$ cat src/rtl/pp_pkg.sv
// rtl/pp_pkg.sv - shared opcode, state and field-width definitions for the paper processor core
package pp_pkg;

  localparam int OPC_W = 3;

  localparam logic [OPC_W-1:0] OP_INC = 3'b000;
  localparam logic [OPC_W-1:0] OP_JNO = 3'b001;
  localparam logic [OPC_W-1:0] OP_HLT = 3'b010;
  localparam logic [OPC_W-1:0] OP_DEC = 3'b011;
  localparam logic [OPC_W-1:0] OP_JMP = 3'b100;
  localparam logic [OPC_W-1:0] OP_CLR = 3'b101;

  typedef enum logic [1:0] {
    IDLE   = 2'd0,
    FETCH  = 2'd1,
    EXEC   = 2'd2,
    HALTED = 2'd3
  } state_t;

endpackage

$ cat src/rtl/pp_program_mem.sv
// rtl/pp_program_mem.sv - program store with synchronous write and asynchronous read
module pp_program_mem #(
  parameter int ADDR_W = 2,
  parameter int WORD_W = 5
) (
  input  logic              clock,
  input  logic              we,
  input  logic [ADDR_W-1:0] waddr,
  input  logic [WORD_W-1:0] wdata,
  input  logic [ADDR_W-1:0] raddr,
  output logic [WORD_W-1:0] rdata
);

  logic [WORD_W-1:0] mem [2**ADDR_W];

  // No reset: a loaded program survives a core reset.
  always_ff @(posedge clock) begin
    if (we) mem[waddr] <= wdata;
  end

  assign rdata = mem[raddr];

endmodule

$ cat src/rtl/paper_processor_core.sv
// rtl/paper_processor_core.sv - two-phase fetch/execute paper processor with fault and watchdog halts
module paper_processor_core
  import pp_pkg::*;
#(
  parameter int DATA_W    = 2,
  parameter int ADDR_W    = 2,
  parameter int MAX_STEPS = 64
) (
  input  logic                           clock,
  input  logic                           reset,
  input  logic                           prog_we,
  input  logic [ADDR_W-1:0]              prog_addr,
  input  logic [OPC_W+ADDR_W-1:0]        prog_data,
  input  logic                           start,
  output logic                           busy,
  output logic                           halted,
  output logic [ADDR_W-1:0]              pc,
  output logic [DATA_W-1:0]              acc,
  output logic                           status,
  output logic [$clog2(MAX_STEPS+1)-1:0] instr_count,
  output logic                           fault,
  output logic                           timeout
);

  localparam int CNT_W   = $clog2(MAX_STEPS+1);
  localparam int INSTR_W = OPC_W + ADDR_W;

  state_t              state;
  logic [INSTR_W-1:0]  ir;
  logic [INSTR_W-1:0]  mem_word;
  logic                mem_we;
  logic [OPC_W-1:0]    opcode;
  logic [ADDR_W-1:0]   operand;
  logic [CNT_W-1:0]    count_next;
  logic                stop_now;
  logic                bad_op;

  // Writes are only honoured while the core is not running a program.
  assign mem_we = prog_we && (state == IDLE || state == HALTED);

  pp_program_mem #(
    .ADDR_W (ADDR_W),
    .WORD_W (INSTR_W)
  ) u_mem (
    .clock (clock),
    .we    (mem_we),
    .waddr (prog_addr),
    .wdata (prog_data),
    .raddr (pc),
    .rdata (mem_word)
  );

  assign opcode     = ir[INSTR_W-1 -: OPC_W];
  assign operand    = ir[ADDR_W-1:0];
  assign count_next = instr_count + CNT_W'(1);
  assign bad_op     = (opcode == 3'b110) || (opcode == 3'b111);
  assign stop_now   = (opcode == OP_HLT) || bad_op;

  always_ff @(posedge clock) begin
    if (reset) begin
      state       <= IDLE;
      ir          <= '0;
      busy        <= 1'b0;
      halted      <= 1'b0;
      pc          <= '0;
      acc         <= '0;
      status      <= 1'b0;
      instr_count <= '0;
      fault       <= 1'b0;
      timeout     <= 1'b0;
    end else begin
      unique case (state)
        IDLE, HALTED: begin
          if (start) begin
            state       <= FETCH;
            busy        <= 1'b1;
            halted      <= 1'b0;
            pc          <= '0;
            acc         <= '0;
            status      <= 1'b0;
            instr_count <= '0;
            fault       <= 1'b0;
            timeout     <= 1'b0;
          end
        end
        FETCH: begin
          ir    <= mem_word;
          state <= EXEC;
        end
        EXEC: begin
          instr_count <= count_next;
          pc          <= pc + ADDR_W'(1);
          case (opcode)
            OP_INC: if (!status) {status, acc} <= {1'b0, acc} + (DATA_W+1)'(1);
            OP_JNO: if (!status) pc <= operand;
            OP_HLT: pc <= pc;
            OP_DEC: begin
              if (!status) begin
                acc    <= acc - DATA_W'(1);
                status <= (acc == '0);
              end
            end
            OP_JMP: pc <= operand;
            OP_CLR: begin
              acc    <= '0;
              status <= 1'b0;
            end
            default: begin
              pc    <= pc;
              fault <= 1'b1;
            end
          endcase
          if (stop_now) begin
            state  <= HALTED;
            busy   <= 1'b0;
            halted <= 1'b1;
          end else if (count_next == CNT_W'(MAX_STEPS)) begin
            state   <= HALTED;
            busy    <= 1'b0;
            halted  <= 1'b1;
            timeout <= 1'b1;
          end else begin
            state <= FETCH;
          end
        end
        default: state <= IDLE;
      endcase
    end
  end

endmodule
$ cat config.mk
export PLATFORM = sky130hd
export DESIGN_NAME = paper_processor_core
export DESIGN_NICKNAME = d
export VERILOG_FILES = /design/src/rtl/pp_pkg.sv /design/src/rtl/pp_program_mem.sv /design/src/rtl/paper_processor_core.sv
export SDC_FILE = /design/constraint.sdc
export NUM_CORES = 1
export LEC_CHECK = 0
export CAP_MARGIN = 20
export CELL_PAD_IN_SITES_DETAIL_PLACEMENT = 0
export CELL_PAD_IN_SITES_GLOBAL_PLACEMENT = 2
export CORE_MARGIN = 5
export CORE_UTILIZATION = 40
export CTS_BUF_LIST = sky130_fd_sc_hd__clkbuf_8
export DETAILED_ROUTE_END_ITERATION = 6
export HOLD_SLACK_MARGIN = 0.15
export PLACE_DENSITY_LB_ADDON = 0.1
export SLEW_MARGIN = 20
export SYNTH_ARGS = -nofsm -noshare
export SYNTH_HDL_FRONTEND = slang
export SYNTH_SLANG_ARGS = --single-unit
$ cat constraint.sdc
create_clock -name clock -period 3.7 [get_ports clock]
set_input_delay 0.555 -clock clock [delete_from_list [all_inputs] [get_ports clock]]
set_output_delay 0.555 -clock clock [all_outputs]
set_load 0.1 [all_outputs]
==> summary.md <==
| Metric | Value |
|---|---|
| Chip width | 83.9 um |
| Number of global-route vias before repair | 1665 |
| DRC errors left | 0 |
| First-pass GRT wire length | 7.99 mm |
| Largest area contributor in the netlist | edfxtp_1 |
| Layout Utilization | 0.482 |
| Root buf cell | clkbuf_8 |
| Worst skew pair latency | 0.30 ns |
| Dpl hpwl | 3.21 mm |
| Crit path kind | register to primary output |
| Register bit total from synthesis | 43 |
| Synth Net Count | 224 |
| Post-synth EDFFs | 20 |
| # IOs | 27 |
| Avg Inst Size Synth | 10.5 um2 |
| CP Capture Type | primary output |
| Initial drt markers | 43 |
| Largest net degree at the start of global routing | 29 |
| WP data required | 3.14 ns |
| Worst-path maximum fanout | 11 |
| Minimum clock period | 2.75 ns |
| Post-Syn Instances | 207 |
| Fmax achieved | 0.364 GHz |
| Worst Tran Pin Value | 0.968 ns |
| Worst setup margin | 0.949 ns |
| Layout area overhead | 19.4% |
| Pre-CTS WS | 1.25 ns |
| Hold crit path type | register to register |
| Slowest cell on crit path | clkdlybuf4s50_1 |
| Fin. max-slew vios | 0 |
| RSZ-0062 raised after global routing | false |
| Gr usage total | 0.140 |
| DIE HEIGHT | 83.9 um |
| CTS Buf Count | 5 |
| Ant diodes | 0 |
| Worst path arrival time | 2.20 ns |
| Ranking of synthesized cells by area | edfxtp_1, dfxtp_1, mux4_2 |
| CP max stage delay | 1.23 ns |
| Gpl congestion | 0.760 |
| Setup repair bufs after CTS | 0 |
| Run status | completed |
| Placed Cells | 291 |
| Seq/Total Area, Yosys | 0.486 |
| Core area | 5410 um2 |
| Leak Pwr | 0.000856 uW |
| Period utilization | 0.744 |
| Sum of negative setup slack | 0 ns |
| Final setup violation count | 0 |
| Worst Skew | 0.00745 ns |
| Synth async-reset ratio | 0 |
| Power per cell area | 446 nW/um2 |
| Vias per cell | 5.53 |
| Synth cell types | 51 |
| Leading cell type in the layout, fill and taps excluded | clkdlybuf4s50_1 |
| Final WL | 4.56 mm |
| Via Count | 1654 |
| Max-cap viol count | 0 |
| Mapped Area | 2180 um2 |
| PortBufs | 26 |
| Fin nets | 243 |
| Initial antenna violation count | 0 |
| Clock sink count | 43 |
| # H-tree levels | 2 |
| Number of synthesis warnings | 0 |
| Buf/Inv on CP | 1 |
| CP top delay family | buffers and inverters |
| Most frequent cells in the layout | clkdlybuf4s50_1, dfxtp_1, edfxtp_1 |
| Initial core utilization | 0.404 |
| Post-cts repair resize count | 0 |
| Post-synth top flop | dfxtp_1 |
| Non-filler cells, final | 299 |
| CP Launch Type | register |
| Rows | 27 |
| Hold buffer count at CTS | 0 |
| Worst rel slew slack | 0.353 |
| Avg WL per Cell | 15.3 um |
| Die area | 7040 um2 |
| GR Overflow Total | 0 |
| DRT Pass-1 Iters | 4 |
| Endpoints failing hold | 0 |
| Clock-pin slew on the worst setup and hold paths | 0.09 ns |
| Clock tree buffer depth | 2 |
| Synth top area share | 0.275 |
| Crit path cell chain | clkdlybuf4s50_1 |
| TritonCTS clock tree | yes |
| Share of layout cells above drive strength 1 | 0.0837 |
| Max IR drop VDD | 0.266 mV |
| Final ANT Viol Nets | 0 |
-- sequential cells by signal (all words and copies together), names as in the netlist --
| signal | cells |
|---|---|
| u_mem.mem | 20 |
| instr_count | 7 |
| ir | 5 |
| acc | 2 |
| pc | 2 |
| state | 2 |
| busy | 1 |
| fault | 1 |
| halted | 1 |
| status | 1 |
| timeout | 1 |
-- through the flow --
stage               hold WS (ns)  power, uW  area [um2]
floorplan                  0.461        676        2180
global placement           0.480        720        2470
detailed placement         0.486        725        2470
CTS                        0.502       1180        2610
global route               0.531       1210        2610
finish                     0.501       1160        2610
-- where the power goes --
group | leakage, uW | switching (uW) | internal (uW)
Clock | 0.0000703 | 176 | 274
Sequential | 0.000369 | 20.5 | 518
Combinational | 0.000417 | 111 | 63.0
-- logic make-up after synthesis --
group | count (synthesis) | share of synthesized area
AND/OR/NAND/NOR | 69 | 0.171
AO/OA/AOI/OAI | 52 | 0.165
flip-flops | 43 | 0.486
buffers and inverters | 22 | 0.0464
multiplexers | 14 | 0.0934
adder cells (fa/ha/maj) | 6 | 0.0344
XOR/XNOR | 1 | 0.00401
-- layer usage --
metal | up-vias | part of all wire | global-route usage
met3 | 6 | 0.032 | 0.0346
met2 | 23 | 0.47 | 0.237
met5 | - | 0 | 0
met1 | 806 | 0.48 | 0.176
met4 | 0 | 0.012 | 0.0395
li1 | 819 | - | -
-- cell usage after synthesis, types with 2 or more instances --
| master | count |
|---|---|
| dfxtp_1 | 23 |
| edfxtp_1 | 20 |
| nand2_1 | 16 |
| nor2_1 | 14 |
| a21oi_1 | 13 |
| o21ai_0 | 12 |
| mux2i_1 | 8 |
| clkbuf_1 | 7 |
| inv_1 | 7 |
| ha_1 | 6 |
| buf_2 | 5 |
| mux4_2 | 5 |
| nand3_1 | 5 |
| nor3_1 | 5 |
| a211oi_1 | 4 |
| nand3b_1 | 4 |
| nand4b_1 | 4 |
| nor2b_1 | 4 |
| nor3b_1 | 4 |
| a31oi_1 | 3 |
| o21a_1 | 3 |
| a2111oi_0 | 2 |
| and2_1 | 2 |
| nand2b_1 | 2 |
| nor4_1 | 2 |
| o22ai_1 | 2 |
-- area by class of cell --
cell class	instances	area, um2
fillers	524	2800
well taps	72	90.1
repair buffers	27	268
clock inverters	3	71.3
inverters	7	26.3
flip-flops and latches	43	1060
multi-input cells	142	1020
clock buffers	5	68.8
-- path summary, 6_finish.rpt --
check	startpoint	endpoint	slack (ns)	cells after the start
worst max-delay path	pc[0]$_SDFFE_PP0P_	pc[0]	0.95	1
worst min-delay path	ir[1]$_SDFFE_PP0P_	ir[1]$_SDFFE_PP0P_	0.50	2
worst max register to register	state[0]$_SDFFE_PP0P_	timeout$_SDFFE_PP0P_	1.48	6
worst min register to register	ir[1]$_SDFFE_PP0P_	ir[1]$_SDFFE_PP0P_	0.50	2
Note: power is estimated with default switching activity, not from simulation.
